`src/rtl/pattern_loader.sv`:
```
// -----------------------------------------------------------------------------
// pattern_loader
//
// Streams one frame of BUF_SIZE pattern bytes from a valid/ready source into
// the pattern buffer's serial port, MSB first. While shifting, it captures the
// buffer's previous contents from sout and returns them as readback bytes.
//
// Ports:
//   clk, rst_n          system clock (posedge), asynchronous active-low reset
//   start               one-cycle pulse, begins a frame when idle
//   busy                high from the cycle after an accepted start until done
//   wr_data/valid/ready pattern byte stream into the loader
//   rd_data/rd_valid    readback byte stream (old buffer contents), no backpressure
//   done                one-cycle pulse at frame end
//   sclk/ssel/sin       serial clock, select and data to the pattern buffer
//   sout                serial data from the pattern buffer
// -----------------------------------------------------------------------------
module pattern_loader #(
  parameter int BUF_WIDTH   = 8,
  parameter int BUF_SIZE    = 32,
  parameter int HALF_PERIOD = 2
) (
  input  logic                 clk,
  input  logic                 rst_n,
  input  logic                 start,
  output logic                 busy,
  input  logic [BUF_WIDTH-1:0] wr_data,
  input  logic                 wr_valid,
  output logic                 wr_ready,
  output logic [BUF_WIDTH-1:0] rd_data,
  output logic                 rd_valid,
  output logic                 done,
  output logic                 sclk,
  output logic                 ssel,
  output logic                 sin,
  input  logic                 sout
);

  localparam int BIT_W = (BUF_WIDTH > 1) ? $clog2(BUF_WIDTH) : 1;
  localparam int CNT_W = $clog2(BUF_SIZE + 1);
  localparam int HP_W  = (HALF_PERIOD > 1) ? $clog2(HALF_PERIOD) : 1;

  localparam logic [BIT_W-1:0] BIT_LAST = BIT_W'(BUF_WIDTH - 1);
  localparam logic [CNT_W-1:0] CNT_FULL = CNT_W'(BUF_SIZE);
  localparam logic [CNT_W-1:0] CNT_LAST = CNT_W'(BUF_SIZE - 1);
  localparam logic [HP_W-1:0]  HP_LAST  = HP_W'(HALF_PERIOD - 1);

  typedef enum logic [1:0] {
    S_IDLE  = 2'd0,
    S_FETCH = 2'd1,
    S_SHIFT = 2'd2,
    S_END   = 2'd3
  } state_t;

  state_t               state_q, state_d;
  logic                 busy_q, busy_d;
  logic                 wr_ready_q, wr_ready_d;
  logic                 hold_full_q, hold_full_d;
  logic [BUF_WIDTH-1:0] hold_data_q, hold_data_d;
  logic [CNT_W-1:0]     acc_cnt_q, acc_cnt_d;    // bytes accepted this frame
  logic [CNT_W-1:0]     sent_cnt_q, sent_cnt_d;  // bytes fully shifted out
  logic [BIT_W-1:0]     bit_cnt_q, bit_cnt_d;
  logic [HP_W-1:0]      hp_cnt_q, hp_cnt_d;
  logic [BUF_WIDTH-1:0] shift_q, shift_d;
  logic [BUF_WIDTH-1:0] rd_shift_q, rd_shift_d;
  logic                 rd_pend_q, rd_pend_d;
  logic [BUF_WIDTH-1:0] rd_data_q, rd_data_d;
  logic                 rd_valid_q, rd_valid_d;
  logic                 done_q, done_d;
  logic                 sclk_q, sclk_d;
  logic                 ssel_q, ssel_d;
  logic                 sin_q, sin_d;
  logic                 load_s;
  logic                 accept_s;

  assign accept_s = wr_valid && wr_ready_q;

  // Next-state logic: frame sequencing, bit timing, holding register and readback.
  always_comb begin
    state_d     = state_q;
    busy_d      = busy_q;
    hold_full_d = hold_full_q;
    hold_data_d = hold_data_q;
    acc_cnt_d   = acc_cnt_q;
    sent_cnt_d  = sent_cnt_q;
    bit_cnt_d   = bit_cnt_q;
    hp_cnt_d    = hp_cnt_q;
    shift_d     = shift_q;
    rd_shift_d  = rd_shift_q;
    rd_pend_d   = 1'b0;
    rd_data_d   = rd_data_q;
    rd_valid_d  = 1'b0;
    done_d      = 1'b0;
    sclk_d      = sclk_q;
    ssel_d      = ssel_q;
    sin_d       = sin_q;
    load_s      = 1'b0;

    // A completed readback byte is presented one cycle after its 8th sample.
    if (rd_pend_q) begin
      rd_valid_d = 1'b1;
      rd_data_d  = rd_shift_q;
    end else begin
      rd_valid_d = 1'b0;
    end

    case (state_q)
      S_IDLE: begin
        if (start) begin
          state_d     = S_FETCH;
          busy_d      = 1'b1;
          acc_cnt_d   = '0;
          sent_cnt_d  = '0;
          hold_full_d = 1'b0;
        end else begin
          state_d = S_IDLE;
        end
      end
      S_FETCH: begin
        // Underrun stall: sclk stays low and ssel keeps its value until a byte arrives.
        if (hold_full_q) begin
          load_s = 1'b1;
        end else begin
          state_d = S_FETCH;
        end
      end
      S_SHIFT: begin
        if (hp_cnt_q == HP_LAST) begin
          hp_cnt_d = '0;
          if (!sclk_q) begin
            // Rising sclk: the buffer still presents the pre-shift bit on sout.
            sclk_d     = 1'b1;
            rd_shift_d = {rd_shift_q[BUF_WIDTH-2:0], sout};
            rd_pend_d  = (bit_cnt_q == BIT_LAST);
          end else if (bit_cnt_q != BIT_LAST) begin
            sclk_d    = 1'b0;
            bit_cnt_d = bit_cnt_q + BIT_W'(1);
            shift_d   = {shift_q[BUF_WIDTH-2:0], 1'b0};
            sin_d     = shift_q[BUF_WIDTH-2];
          end else begin
            sclk_d     = 1'b0;
            sent_cnt_d = sent_cnt_q + CNT_W'(1);
            if (sent_cnt_q == CNT_LAST) begin
              state_d = S_END;
              ssel_d  = 1'b0;
              sin_d   = 1'b0;
              done_d  = 1'b1;
              busy_d  = 1'b0;
            end else if (hold_full_q) begin
              // Next byte already waiting: continue without a gap.
              load_s = 1'b1;
            end else begin
              state_d = S_FETCH;
            end
          end
        end else begin
          hp_cnt_d = hp_cnt_q + HP_W'(1);
        end
      end
      S_END: begin
        state_d = S_IDLE;
      end
      default: begin
        state_d = S_IDLE;
      end
    endcase

    // Load and accept are exclusive: load needs a full holding register, accept an empty one.
    if (load_s) begin
      state_d     = S_SHIFT;
      shift_d     = hold_data_q;
      sin_d       = hold_data_q[BUF_WIDTH-1];
      hold_full_d = 1'b0;
      bit_cnt_d   = '0;
      hp_cnt_d    = '0;
      sclk_d      = 1'b0;
      ssel_d      = 1'b1;
    end else if (accept_s) begin
      hold_full_d = 1'b1;
      hold_data_d = wr_data;
      acc_cnt_d   = acc_cnt_q + CNT_W'(1);
    end else begin
      hold_full_d = hold_full_q;
    end

    wr_ready_d = busy_d && !hold_full_d && (acc_cnt_d < CNT_FULL);
  end

  // State and output registers.
  always_ff @(posedge clk or negedge rst_n) begin
    if (!rst_n) begin
      state_q     <= S_IDLE;
      busy_q      <= 1'b0;
      wr_ready_q  <= 1'b0;
      hold_full_q <= 1'b0;
      hold_data_q <= '0;
      acc_cnt_q   <= '0;
      sent_cnt_q  <= '0;
      bit_cnt_q   <= '0;
      hp_cnt_q    <= '0;
      shift_q     <= '0;
      rd_shift_q  <= '0;
      rd_pend_q   <= 1'b0;
      rd_data_q   <= '0;
      rd_valid_q  <= 1'b0;
      done_q      <= 1'b0;
      sclk_q      <= 1'b0;
      ssel_q      <= 1'b0;
      sin_q       <= 1'b0;
    end else begin
      state_q     <= state_d;
      busy_q      <= busy_d;
      wr_ready_q  <= wr_ready_d;
      hold_full_q <= hold_full_d;
      hold_data_q <= hold_data_d;
      acc_cnt_q   <= acc_cnt_d;
      sent_cnt_q  <= sent_cnt_d;
      bit_cnt_q   <= bit_cnt_d;
      hp_cnt_q    <= hp_cnt_d;
      shift_q     <= shift_d;
      rd_shift_q  <= rd_shift_d;
      rd_pend_q   <= rd_pend_d;
      rd_data_q   <= rd_data_d;
      rd_valid_q  <= rd_valid_d;
      done_q      <= done_d;
      sclk_q      <= sclk_d;
      ssel_q      <= ssel_d;
      sin_q       <= sin_d;
    end
  end

  assign busy     = busy_q;
  assign wr_ready = wr_ready_q;
  assign rd_data  = rd_data_q;
  assign rd_valid = rd_valid_q;
  assign done     = done_q;
  assign sclk     = sclk_q;
  assign ssel     = ssel_q;
  assign sin      = sin_q;

endmodule

```
`config.mk`:
```
export PLATFORM = sky130hd
export DESIGN_NAME = pattern_loader
export DESIGN_NICKNAME = d
export VERILOG_FILES = /design/src/rtl/pattern_loader.sv
export SDC_FILE = /design/constraint.sdc
export NUM_CORES = 1
export LEC_CHECK = 0
export BUFFER_PORTS_ARGS = -buffer_cell sky130_fd_sc_hd__buf_2
export CORE_MARGIN = 2
export CORE_UTILIZATION = 55
export DETAILED_ROUTE_END_ITERATION = 6
export PLACE_DENSITY = 0.75
export SLEW_MARGIN = 25
export SYNTH_ARGS = -nofsm -noshare
export SYNTH_HDL_FRONTEND = slang
export SYNTH_SLANG_ARGS = --single-unit
export TNS_END_PERCENT = 20
```
`constraint.sdc`:
```
create_clock -name clk -period 2.3 [get_ports clk]
set_input_delay 0.23 -clock clk [delete_from_list [all_inputs] [get_ports clk]]
set_output_delay 0.23 -clock clk [all_outputs]
set_load 0.01 [all_outputs]
```
# Yosys cells after proc, flatten, opt, wreduce, memory -nomap -nowiden
# Cells that the tools add are included.
dict set report classes {
  n_reduce_logical 20
  bitwise_logic 2
  addsub 4
  magnitude_cmp 1
  n_mux 68
  n_eq_ne 14
}
# op n
set ops {}
lappend ops {{2-to-1 mux 6 bit} 8}
lappend ops {{2-to-1 mux 1 bit} 40}
lappend ops {{2-to-1 mux 7 bit} 5}
lappend ops {{2-to-1 mux 3 bit} 5}
lappend ops {{adder 6 x 1 -> 6 bit (second input constant)} 2}
lappend ops {{2-to-1 mux 2 bit} 6}
lappend ops {{!= test 3 bit (second input constant)} 4}
lappend ops {{one-hot mux 6 bit (2 select lines)} 1}
lappend ops {{nonzero test 2 bit} 6}
lappend ops {{!= test 2 bit (second input constant)} 5}
lappend ops {{AND reduction 5 bit} 2}
lappend ops {{one-hot mux 2 bit (4 select lines)} 1}
lappend ops {{AND reduction 4 bit} 2}
lappend ops {{== test 6 x 5 -> 1 bit (second input constant)} 1}
lappend ops {{< comparator 6 bit (second input constant)} 1}
lappend ops {{AND reduction 3 bit} 2}
lappend ops {{== test 2 bit (second input constant)} 2}
lappend ops {{one-hot mux 1 bit (2 select lines)} 2}
lappend ops {{AND reduction 2 bit} 2}
lappend ops {{adder 3 x 1 -> 3 bit (second input constant)} 1}
lappend ops {{== test 3 bit (second input constant)} 1}
lappend ops {{logical AND 1 bit} 3}
lappend ops {{nonzero test 3 bit} 1}
lappend ops {{== test 2 x 1 -> 1 bit (second input constant)} 1}
lappend ops {{4 further kinds} 5}
dict set report word_totals {
  ff_bits 58
}

# Longest topological paths before layout
# Gate-level depths: netlist (run 1).
dict set report logic_depth {
  depth_word 10
  depth_mapped 8
}

# Worst setup path after synthesis (run 1)
# No wires, ideal clock.
dict set report synth_path {
  path_type {reg2reg}
  startpoint {register state_q[0]}
  endpoint {register hold_data_q[1]}
  synth_period_minus_slack_ns 1.863
  setup_time_ns 0.125
  t_arrival_ns 1.738
  path_slack_ns 0.437
  stages_incl_launch_ff 7
  path_cell_list {dfrtp_1 -> inv_1 -> ha_1 -> nand3_1 -> nand3_1 -> nor2_2 -> mux2_2}
}
dict set report synth_via {
  elab_chain_cells 4
  word_cells_on_any_way 5
  cone_classes {eq/ne: 2; mux: 1; bitwise: 1; reduce/logical: 1}
}
# item line
set synth_lines {}
lappend synth_lines {{start: declaration} 55} ;# state_t state_q, state_d;
lappend synth_lines {{start signal: assignment} 211} ;# state_q <= state_d;
lappend synth_lines {{== test 2 bit / == test 2 x 1 -> 1 bit (equally long branches)} 107} ;# case (state_q)
lappend synth_lines {{one-hot mux 1 bit (2 select lines) (*)} 107}
lappend synth_lines {{NOT 1 bit (no line) (*)} -}
lappend synth_lines {{AND reduction 2 bit (no line) (*)} -}
lappend synth_lines {{end signal: assignment} 215} ;# hold_data_q <= hold_data_d;
lappend synth_lines {{end: declaration} 59} ;# logic [BUF_WIDTH-1:0] hold_data_q, hold_data_d;
# Mark *: on every way between the ends. The rest lies on a longest branch, timed or not.
# A chain may end at the register's enable or synchronous reset.

# Worst setup path after layout (run 1)
dict set report layout_path {
  startpoint {register state_q[0]}
  endpoint {register acc_cnt_q[2]}
}
dict set report layout_via {
  elab_chain_cells 4
  word_cells_on_any_way 7
  cone_classes {eq/ne: 2; mux: 4; reduce/logical: 1}
}
# item line
set layout_lines {}
lappend layout_lines {{zero test 2 bit} 107}
lappend layout_lines {{2-to-1 mux 6 bit} 107}
lappend layout_lines {{2-to-1 mux 6 bit} 178} ;# end else if (accept_s) begin
lappend layout_lines {{2-to-1 mux 6 bit (*)} 169} ;# if (load_s) begin
lappend layout_lines {{named net acc_cnt_d[2]} 60} ;# logic [CNT_W-1:0] acc_cnt_q, acc_cnt_d;
lappend layout_lines {{end signal: assignment} 216} ;# acc_cnt_q <= acc_cnt_d;
lappend layout_lines {{end: declaration} 60}
# The timed path passes the listed nets; every way through them passes the cells marked *.

==> flow_metrics.env, run 1 <==
export IMPL_post_synth_instance_area_sq_um=2730
export IMPL_rsz0062_at_grt="false"
export IMPL_post_synth_top_area_cell="sky130_fd_sc_hd__dfrtp_1"
export IMPL_worst_path_dominant_cell_family="compound AO/OA/AOI/OAI gates"
export IMPL_cts_buffer_depth=2
export IMPL_final_gp_congestion=0.788
export IMPL_globalRouteTotalUtil=0.201
export IMPL_timing_fmax_ghz=0.497
export IMPL_hold_path_class="primary input to async pin"
export IMPL_finish_instance_area_sq_um=3110
export IMPL_worst_ep_required_time_ns=2.53
export IMPL_ant_nets=0
export IMPL_critical_path_peak_fanout=7
export IMPL_via_count_of_the_first_global_routing_pass=1774
export IMPL_yosysSeqAreaShare=0.532
export IMPL_outcome="complete, no violations"
export IMPL_placeableCoreArea_sq_um=4750
export IMPL_synth_cells=237
export IMPL_cts_post_setup_buffers_inserted=0
export IMPL_leakage_power_summed_over_all_cells_nw=1.51
export IMPL_critical_path_startpoint_type="flop"
export IMPL_fp_dieArea_sq_um=5540
export IMPL_worst_tran_pin_value_ns=0.704
export IMPL_power_ir_vdd_worst_mv=0.578
export IMPL_worst_path_buf_inv=1
export IMPL_numClockSinks=58
export IMPL_overall_die_width_microns=74.4
export IMPL_dpl_hpwl_mm=3.31
export IMPL_critical_path_slowest_cell="sky130_fd_sc_hd__dfrtp_1"
export IMPL_antenna_diode_instance_count=0
export IMPL_layout_commonest_cell="sky130_fd_sc_hd__dfrtp_1"
export IMPL_worst_setup_path_type="flop to flop"
export IMPL_critical_path_cell_by_cell="inv_1, ha_1, nand4_1, a211oi_4, o21ai_0, o221ai_1"
export IMPL_synth_simple_gate_area_share=0.119
export IMPL_synth_compound_gate_area_share=0.115
export IMPL_max_slew_margin=0.530
export IMPL_drive_gt1_frac=0.294
export IMPL_async_reset_ff_frac=1.00
export IMPL_yosys_most_used_dff="sky130_fd_sc_hd__dfrtp_1"
export IMPL_worst_endpoint_arrival_ns=2.24
export IMPL_launching_element_of_the_worst_setup_path="state_q[0]$_DFFE_PN0P_"
export IMPL_drt_iter0_drc=141
export IMPL_final_hold_vios=0
export IMPL_layout_common_cells="sky130_fd_sc_hd__dfrtp_1, sky130_fd_sc_hd__buf_2, sky130_fd_sc_hd__mux2_2, sky130_fd_sc_hd__nand2_1, sky130_fd_sc_hd__nor2_1"
export IMPL_clkLatencyLatePin_ns=0.33
export IMPL_synth_largest_type_area_fraction=0.532
export IMPL_synth_area_mux_share=0.139
export IMPL_pin_count_of_the_biggest_net_entering_global_routing=59
export IMPL_synth_ff_latch_count=58
export IMPL_firstDrtPassIters=4
export IMPL_synth_adder_area_share=0.0321
export IMPL_detailed_place_area_sq_um=2900
export IMPL_port_buffers=27
export IMPL_cts_htree_levels=3
export IMPL_ios=28
export IMPL_min_period_over_period=0.874
export IMPL_fp_dieH_microns=74.4
export IMPL_overflow=0
export IMPL_synth_net_count=257
export IMPL_cts_inserted_buffers=9
export IMPL_postCtsResizedCells=0
export IMPL_power_density_nw_per_um2=1000
export IMPL_drc_violations_left=0
export IMPL_areaGrowthSynthToFinish_pct=13.9
export IMPL_final_nets=288
export IMPL_drv_cap=0
export IMPL_route_detailed_wl_per_inst_microns=13.9
export IMPL_cp_end_kind="flop"
export IMPL_regToRegStartpoint="state_q[0]$_DFFE_PN0P_"
export IMPL_placement_row_count=25
export IMPL_total_wirelength_of_the_detailed_routed_design_mm=4.73
export IMPL_antenna_violations_before_repair=0
export IMPL_cts_tree="built"
export IMPL_cts_hold_repair_buffers=0
export IMPL_post_synth_main_area_contributors="sky130_fd_sc_hd__dfrtp_1, sky130_fd_sc_hd__mux2_2, sky130_fd_sc_hd__mux2i_1, sky130_fd_sc_hd__ha_1, sky130_fd_sc_hd__nand2_1"
export IMPL_final_min_clock_period_ns=2.01
export IMPL_detailroute_via_count=1855
export IMPL_routed_via_density=5.47
export IMPL_path_clk_slew_ns=0.07
export IMPL_yosys_area_share_xor_xnor=0.0193
export IMPL_syn_area_per_cell_sq_um=11.5
export IMPL_biggest_cell_delay_along_the_critical_path_ns=0.41
export IMPL_grt_pass1_wl_mm=8.36
export IMPL_setup_clock_skew_after_layout_ns=0.0115
export IMPL_final_setup_viol_count=0
export IMPL_start_util=0.574
export IMPL_synth_top_family_by_area="multiplexers"
export IMPL_count_of_warnings_emitted_by_yosys=0
export IMPL_synth_edff_count=0
export IMPL_maxSlewViolCount=0
export IMPL_setup_total_negative_slack_ns=0
export IMPL_netlist_cell_type_count=40
export IMPL_cts_root_buf="sky130_fd_sc_hd__clkbuf_8"
-- stage by stage --
step	worst slack (ns)	hold slack, ns	utilization	power (mW)	instances
final	0.289	0.0282	0.654	3.12	339
after CTS	0.282	0.0635	0.654	3.15	339
after global placement	0.360	0.415	0.611	2.16	324
after detailed placement	0.290	0.416	0.611	2.19	324
after floorplan	0.437	-0.0656	-	1.99	237
after global routing	0.110	0.113	0.654	3.32	339
-- worst reg2reg max path, cell delays in order (launching register included) --
cell and delay, ns:
sky130_fd_sc_hd__dfrtp_1 0.41, sky130_fd_sc_hd__inv_1 0.09, sky130_fd_sc_hd__ha_1 0.33, sky130_fd_sc_hd__nand4_1 0.24, sky130_fd_sc_hd__a211oi_4 0.35, sky130_fd_sc_hd__o21ai_0 0.27, sky130_fd_sc_hd__o221ai_1 0.24
-- cell families (layout without fill, tap and decap cells) --
logic type      count (synthesis)  count (layout)
xor+xnor                        6               6
fa+ha+maj                       7               7
buf+inv                        23              58
simple gates                   65              65
flops                          58              58
compound gates                 43              43
mux                            35              35
-- power breakdown --
| group | leakage (nW) | internal, mW | switching [mW] |
|---|---|---|---|
| registers | 0.748 | 1.26 | 0.170 |
| clock network | 0.106 | 0.582 | 0.364 |
| logic | 0.655 | 0.349 | 0.394 |
-- synthesized netlist by cell type, types with 5 or more instances --
master                    number
sky130_fd_sc_hd__a21oi_1      11
sky130_fd_sc_hd__mux2i_1      11
sky130_fd_sc_hd__xnor2_1       5
sky130_fd_sc_hd__nand2_1      18
sky130_fd_sc_hd__inv_1        12
sky130_fd_sc_hd__ha_1          7
sky130_fd_sc_hd__nand3_1      13
sky130_fd_sc_hd__a31oi_1       8
sky130_fd_sc_hd__mux2_2       24
sky130_fd_sc_hd__o21ai_0       7
sky130_fd_sc_hd__nor2_1       14
sky130_fd_sc_hd__dfrtp_1      58
-- sequential cells by signal, summed over array words and instances (netlist names) --
register     flops
acc_cnt_q        6
rd_data          8
sent_cnt_q       6
busy             1
rd_shift_q       8
state_q          2
done             1
ssel             1
hold_full_q      1
bit_cnt_q        3
wr_ready         1
hold_data_q      8
hp_cnt_q         1
rd_valid         1
sin              1
shift_q          7
rd_pend_q        1
sclk             1
-- final cells by class --
cell class	count	area, sq um
sequential	58	1450
inverter	12	45.0
clock buffer	13	169
multi-input combinational	156	1160
fill	392	1650
clock inverter	2	35.0
tap	67	83.8
timing repair buffer	31	165
-- final timing paths --
path	end	slack (ns)	depth (start not counted)
min in group clk	hold_data_q[7]$_DFFE_PN0P_	0.13	2
max in group asynchronous	sent_cnt_q[4]$_DFFE_PN0P_	1.79	2
worst max register to register	acc_cnt_q[2]$_DFF_PN0_	0.29	6
worst max-delay path	acc_cnt_q[2]$_DFF_PN0_	0.29	6
worst min-delay path	acc_cnt_q[1]$_DFF_PN0_	0.03	2
worst min register to register	ssel$_DFFE_PN0P_	0.48	1
-- layer usage --
metal / up-vias / track usage / part of all wire
met5: - / 0 / 0
met4: 0 / 0.0893 / 0.017
met3: 10 / 0.0474 / 0.047
met2: 41 / 0.300 / 0.47
met1: 895 / 0.283 / 0.46
li1: 909 / - / -
Note: power is estimated with default switching activity, not from simulation.
==> run 2, diff against run 1 <==
- ABC_AREA: unset -> 1
==> flow_metrics.env, run 2 <==
export IMPL_critical_path_startpoint_type="flop"
export IMPL_synth_ff_latch_count=58
export IMPL_antenna_violations_before_repair=0
export IMPL_synth_net_count=334
export IMPL_setup_clock_skew_after_layout_ns=0.00464
export IMPL_power_ir_vdd_worst_mv=0.619
export IMPL_dp_cells=399
export IMPL_layout_common_cells="sky130_fd_sc_hd__nand2_1, sky130_fd_sc_hd__dfrtp_1, sky130_fd_sc_hd__inv_1, sky130_fd_sc_hd__o21ai_0, sky130_fd_sc_hd__nand3_1"
export IMPL_post_synth_top_area_cell="sky130_fd_sc_hd__dfrtp_1"
export IMPL_layout_commonest_cell="sky130_fd_sc_hd__nand2_1"
export IMPL_setup_total_negative_slack_ns=0
export IMPL_areaGrowthSynthToFinish_pct=13.2
export IMPL_drt_iter0_drc=147
export IMPL_grt_pass1_wl_mm=9.00
export IMPL_power_frac_comb=0.292
export IMPL_yosysMostFrequentCell="sky130_fd_sc_hd__nand2_1"
export IMPL_async_reset_ff_frac=1.00
export IMPL_antenna_diode_instance_count=0
export IMPL_yosysSeqAreaShare=0.538
export IMPL_critical_path_slowest_cell="sky130_fd_sc_hd__dfrtp_1"
export IMPL_post_synth_main_area_contributors="sky130_fd_sc_hd__dfrtp_1, sky130_fd_sc_hd__nand2_1, sky130_fd_sc_hd__o21ai_0, sky130_fd_sc_hd__nand3_1, sky130_fd_sc_hd__inv_1"
export IMPL_outcome="complete, no violations"
export IMPL_fp_dieArea_sq_um=5480
export IMPL_fillCellCount=396
export IMPL_yosys_most_used_dff="sky130_fd_sc_hd__dfrtp_1"
export IMPL_cts_tree="built"
export IMPL_worst_ep_required_time_ns=2.51
export IMPL_start_util=0.571
export IMPL_synth_cells_most_frequent="sky130_fd_sc_hd__nand2_1, sky130_fd_sc_hd__dfrtp_1, sky130_fd_sc_hd__inv_1, sky130_fd_sc_hd__o21ai_0, sky130_fd_sc_hd__nand3_1"
export IMPL_hold_path_class="primary input to flop"
export IMPL_internal_power_mw=2.09
export IMPL_critical_path_cell_by_cell="inv_1, ha_1, nand2_1, nor2_1, o21ai_1, nand2_2, nand2_4, clkinv_2, o21ai_0"
export IMPL_clkLatencyLatePin_ns=0.34
export IMPL_syn_area_per_cell_sq_um=8.60
export IMPL_pin_count_of_the_biggest_net_entering_global_routing=32
export IMPL_hold_slack_ns=0.122
export IMPL_timing_fmax_ghz=0.494
export IMPL_cts_htree_levels=3
export IMPL_overall_die_width_microns=74.1
export IMPL_power_total_mw=3.30
export IMPL_post_synth_instance_area_sq_um=2700
export IMPL_final_hold_vios=0
export IMPL_ant_nets=0
export IMPL_switchingPower_mw=1.21
export IMPL_multi_input_area_sq_um=1050
export IMPL_cp_end_kind="flop"
export IMPL_globalRouteTotalUtil=0.219
export IMPL_biggest_cell_delay_along_the_critical_path_ns=0.41
export IMPL_cts_inserted_buffers=9
export IMPL_finalNonFillerCells=414
export IMPL_cts_root_buf="sky130_fd_sc_hd__clkbuf_8"
export IMPL_final_min_clock_period_ns=2.02
export IMPL_worst_setup_path_type="flop to flop"
export IMPL_port_buffers=27
export IMPL_route_detailed_wl_per_inst_microns=12.6
export IMPL_dpl_hpwl_mm=3.69
export IMPL_rsz0062_at_grt="false"
export IMPL_overflow=0
export IMPL_path_clk_slew_ns=0.06
export IMPL_max_slew_margin=0.577
export IMPL_synth_cells=314
export IMPL_synth_edff_count=0
export IMPL_cts_buffer_depth=2
export IMPL_leakage_power_summed_over_all_cells_nw=1.60
export IMPL_detailroute_via_count=2120
export IMPL_p_seq_frac=0.447
export IMPL_netlist_cell_type_count=26
export IMPL_drv_cap=0
export IMPL_sw_frac_of_total=0.367
export IMPL_final_setup_viol_count=0
export IMPL_drive_gt1_frac=0.147
export IMPL_power_clock_fraction=0.261
export IMPL_critical_path_peak_fanout=23
export IMPL_count_of_warnings_emitted_by_yosys=0
export IMPL_final_nets=364
export IMPL_routed_via_density=5.12
export IMPL_final_util=0.647
export IMPL_fp_dieH_microns=74.1
export IMPL_worst_tran_pin_value_ns=0.634
export IMPL_final_gp_congestion=0.879
export IMPL_synth_largest_type_area_fraction=0.538
export IMPL_min_period_over_period=0.880
export IMPL_via_count_of_the_first_global_routing_pass=1996
export IMPL_total_wirelength_of_the_detailed_routed_design_mm=5.22
export IMPL_placement_row_count=25
export IMPL_seqCellArea_sq_um=1450
export IMPL_power_density_nw_per_um2=1080
export IMPL_placeableCoreArea_sq_um=4720
export IMPL_numClockSinks=58
export IMPL_ios=28
export IMPL_worst_endpoint_arrival_ns=2.24
export IMPL_drc_violations_left=0
export IMPL_firstDrtPassIters=4
export IMPL_maxSlewViolCount=0
## run 2: per-stage QoR
step                      worst slack [ns]  area (sq um)
final                                0.275          3050
after global routing                0.0585          3050
after CTS                            0.236          3050
after detailed placement             0.245          2870
after global placement               0.385          2870
after floorplan                      0.705          2700
## run 2: path summary, 6_finish.rpt
kind,startpoint,to,slack [ns],cells after the start
max,state_q[0]$_DFFE_PN0P_,acc_cnt_q[3]$_DFF_PN0_,0.28,9
min,wr_data[7],hold_data_q[7]$_DFFE_PN0P_,0.12,3
max reg2reg,state_q[0]$_DFFE_PN0P_,acc_cnt_q[3]$_DFF_PN0_,0.28,9
min reg2reg,rd_shift_q[7]$_DFFE_PN0P_,rd_shift_q[7]$_DFFE_PN0P_,0.48,2
max in group asynchronous,rst_n,acc_cnt_q[1]$_DFF_PN0_,1.28,3
min in group asynchronous,rst_n,rd_shift_q[7]$_DFFE_PN0P_,0.44,2
## run 2: kinds of logic (layout without fill, tap and decap cells)
group | Yosys count | in the layout | synth area share
compound gates | 51 | 51 | 0.0964
xor+xnor | 5 | 5 | 0.0162
fa+ha+maj | 7 | 7 | 0.0325
buf+inv | 44 | 77 | 0.0732
flops | 58 | 58 | 0.538
mux | 3 | 3 | 0.0121
simple gates | 146 | 146 | 0.232
## run 2: worst max-delay path, delay by kind of cell (launching register included)
| family | cells | cell delay [ns] |
|---|---|---|
| and+or+nand+nor | 4 | 0.52 |
| DFF | 1 | 0.41 |
| adders and majority gates | 1 | 0.37 |
| buffers and inverters | 2 | 0.35 |
| AOI/OAI and AO/OA | 2 | 0.24 |
## run 2: timing repair
item	in CTS	in global routing
setup buffers	0	0
endpoints found under the hold margin	27	0
setup endpoints to repair	0	3
hold buffers	1	0
gates resized for setup	0	2
## run 2: metal layers
metal,vias up,GRT usage,part of all wire
met5,-,0,0
met4,0,0.133,0.029
met3,13,0.0515,0.039
met2,41,0.322,0.44
met1,999,0.294,0.49
li1,1067,-,-
## run 2: power groups by stage
stage	logic (mW)	clock network, mW	registers, mW
6_report	0.963	0.862	1.47
5_1_grt	1.12	0.927	1.50
4_1_cts	0.960	0.879	1.47
3_5_place_dp	0.961	0	1.48
3_3_place_gp	0.922	0	1.48
2_1_floorplan	0.767	0	1.44
## run 2: area by class of cell
cell class | instances | area share
clock buffer | 10 | 0.0418
clock inverter | 4 | 0.0147
inverter | 34 | 0.0422
multi-input combinational | 212 | 0.345
sequential | 58 | 0.475
tap | 67 | 0.0274
timing repair buffer | 29 | 0.0541
==> run 3, diff against run 2 <==
- REMOVE_ABC_BUFFERS: unset -> 1
- SKIP_LAST_GASP: unset -> 1
==> flow_metrics.env, run 3 (same netlist as run 2, synthesis figures left out) <==
export IMPL_outcome="complete, no violations"
export IMPL_critical_path_startpoint_type="flop"
export IMPL_maxSlewViolCount=0
export IMPL_leakage_power_summed_over_all_cells_nw=1.60
export IMPL_ant_nets=0
export IMPL_power_frac_comb=0.285
export IMPL_worst_setup_path_type="flop to flop"
export IMPL_dp_cells=401
export IMPL_drt_iter0_drc=135
export IMPL_routed_via_density=4.99
export IMPL_overflow=0
export IMPL_route_detailed_wl_per_inst_microns=11.8
export IMPL_final_nets=366
export IMPL_worst_tran_pin_value_ns=0.577
export IMPL_antenna_violations_before_repair=0
export IMPL_globalRouteTotalUtil=0.208
export IMPL_worst_ep_required_time_ns=2.50
export IMPL_path_clk_slew_ns=0.06
export IMPL_start_util=0.571
export IMPL_drv_cap=0
export IMPL_worstSetupEndpoint="acc_cnt_q[3]$_DFF_PN0_"
export IMPL_timing_fmax_ghz=0.495
export IMPL_drc_violations_left=0
export IMPL_drive_gt1_frac=0.157
export IMPL_placement_row_count=25
export IMPL_final_gp_congestion=0.872
export IMPL_pin_count_of_the_biggest_net_entering_global_routing=27
export IMPL_overall_die_width_microns=74.1
export IMPL_power_ir_vdd_worst_mv=0.699
export IMPL_switchingPower_mw=1.21
export IMPL_firstDrtPassIters=4
export IMPL_sw_frac_of_total=0.361
export IMPL_cts_inserted_buffers=9
export IMPL_setup_clock_skew_after_layout_ns=0.00587
export IMPL_hold_path_class="primary input to flop"
export IMPL_rsz0062_at_grt="false"
export IMPL_finalNonFillerCells=418
export IMPL_power_clock_fraction=0.280
export IMPL_detailroute_via_count=2087
export IMPL_layout_commonest_cell="sky130_fd_sc_hd__nand2_1"
export IMPL_clkLatencyLatePin_ns=0.33
export IMPL_ff2ff_setup_slack_ns=0.28
export IMPL_critical_path_cell_by_cell="inv_1, ha_1, nand2_1, nor2_1, o21ai_1, nand2_2, nand2_4, inv_2, o21ai_0"
export IMPL_max_slew_margin=0.614
export IMPL_layout_common_cells="sky130_fd_sc_hd__nand2_1, sky130_fd_sc_hd__dfrtp_1, sky130_fd_sc_hd__inv_1, sky130_fd_sc_hd__o21ai_0, sky130_fd_sc_hd__nand3_1"
export IMPL_grt_pass1_wl_mm=8.69
export IMPL_final_hold_vios=0
export IMPL_min_period_over_period=0.878
export IMPL_cts_tree="built"
export IMPL_power_density_nw_per_um2=1090
export IMPL_reg2reg_depth=9
export IMPL_critical_path_slowest_cell="sky130_fd_sc_hd__dfrtp_1"
export IMPL_regToRegStartpoint="state_q[0]$_DFFE_PN0P_"
export IMPL_timing_rr_end="acc_cnt_q[3]$_DFF_PN0_"
export IMPL_p_seq_frac=0.435
export IMPL_antenna_diode_instance_count=0
export IMPL_port_buffers=27
export IMPL_cts_post_setup_buffers_inserted=0
export IMPL_ios=28
export IMPL_areaGrowthSynthToFinish_pct=14.3
export IMPL_cts_htree_levels=3
export IMPL_cts_root_buf="sky130_fd_sc_hd__clkbuf_8"
export IMPL_final_min_clock_period_ns=2.02
export IMPL_critical_path_peak_fanout=23
export IMPL_setup_total_negative_slack_ns=0
export IMPL_internal_power_mw=2.14
export IMPL_cp_end_kind="flop"
export IMPL_fp_dieH_microns=74.1
export IMPL_biggest_cell_delay_along_the_critical_path_ns=0.41
export IMPL_fp_dieArea_sq_um=5480
export IMPL_cts_buffer_depth=2
export IMPL_total_wirelength_of_the_detailed_routed_design_mm=4.92
export IMPL_final_setup_viol_count=0
export IMPL_placeableCoreArea_sq_um=4720
export IMPL_dpl_hpwl_mm=3.41
export IMPL_launching_element_of_the_worst_setup_path="state_q[0]$_DFFE_PN0P_"
export IMPL_worst_endpoint_arrival_ns=2.22
export IMPL_numClockSinks=58
export IMPL_via_count_of_the_first_global_routing_pass=2024
## run 3: cell types whose count changed in the layout (fill, tap and decap cells not counted)
cell,before,now
sky130_fd_sc_hd__buf_12,1,0
sky130_fd_sc_hd__clkinv_4,0,1
sky130_fd_sc_hd__clkbuf_1,1,0
sky130_fd_sc_hd__clkbuf_8,9,10
sky130_fd_sc_hd__nand2_1,80,81
sky130_fd_sc_hd__buf_4,0,3
sky130_fd_sc_hd__clkinvlp_4,0,3
sky130_fd_sc_hd__inv_2,0,1
sky130_fd_sc_hd__nand2_2,3,2
sky130_fd_sc_hd__clkinv_2,4,1
## run 3: critical path: cells and delay by family, from the launching register on
family / cells / cell delay [ns]
fa+ha+maj: 1 / 0.37
buf+inv: 2 / 0.40
flops: 1 / 0.41
simple gates: 4 / 0.48
compound gates: 2 / 0.24
## run 3: area by class of cell
cell class              count  area, sq um
inverters                  34          128
fillers                   401         1640
clock buffers              10          138
well taps                  67         83.8
repair buffers             31          168
multi-input cells         212         1050
clock inverters             6         66.3
flip-flops and latches     58         1450
## run 3: per-stage QoR
stage	utilization	cell area, sq um	hold slack (ns)	setup WS [ns]	power (mW)
2_1_floorplan	-	2630	-0.0656	0.592	2.14
3_3_place_gp	0.608	2870	0.146	0.402	2.39
3_5_place_dp	0.608	2870	0.151	0.264	2.43
4_1_cts	0.653	3080	0.119	0.264	3.38
5_1_grt	0.653	3080	0.132	0.0340	3.60
6_report	0.653	3080	0.125	0.280	3.35
## run 3: metal layers
layer	routed length [microns]	global-route usage	up-vias	part of all wire
met3	152	0.0379	10	0.031
met4	115	0.115	0	0.023
li1	-	-	1076	-
met2	2250	0.340	36	0.46
met1	2410	0.262	965	0.49
met5	0	0	-	0
## run 3: worst min-delay path by stage
| stage | start | end | slack, ns | cells past startpoint |
|---|---|---|---|---|
| 6_report | wr_data[6] | hold_data_q[6]$_DFFE_PN0P_ | 0.12 | 3 |
| 5_1_grt | wr_data[1] | hold_data_q[1]$_DFFE_PN0P_ | 0.13 | 3 |
| 4_1_cts | wr_data[0] | hold_data_q[0]$_DFFE_PN0P_ | 0.12 | 3 |
| 3_5_place_dp | rst_n | sent_cnt_q[3]$_DFFE_PN0P_ | 0.15 | 1 |
| 3_3_place_gp | rst_n | sent_cnt_q[3]$_DFFE_PN0P_ | 0.15 | 1 |
| 2_1_floorplan | rst_n | acc_cnt_q[0]$_DFF_PN0_ | -0.07 | 0 |
## run 3: power by group through the flow
stage               registers [mW]  logic [mW]  clock network (mW)
global placement              1.46       0.931                   0
detailed placement            1.47       0.959                   0
floorplan                     1.44       0.704                   0
finish                        1.46       0.953               0.939
CTS                           1.45       0.967               0.957
global route                  1.49        1.12               0.994
## run 3: repair_timing
item	CTS	global route
hold endpoints to repair	13	0
gates resized for setup	0	0
hold buffers	1	0
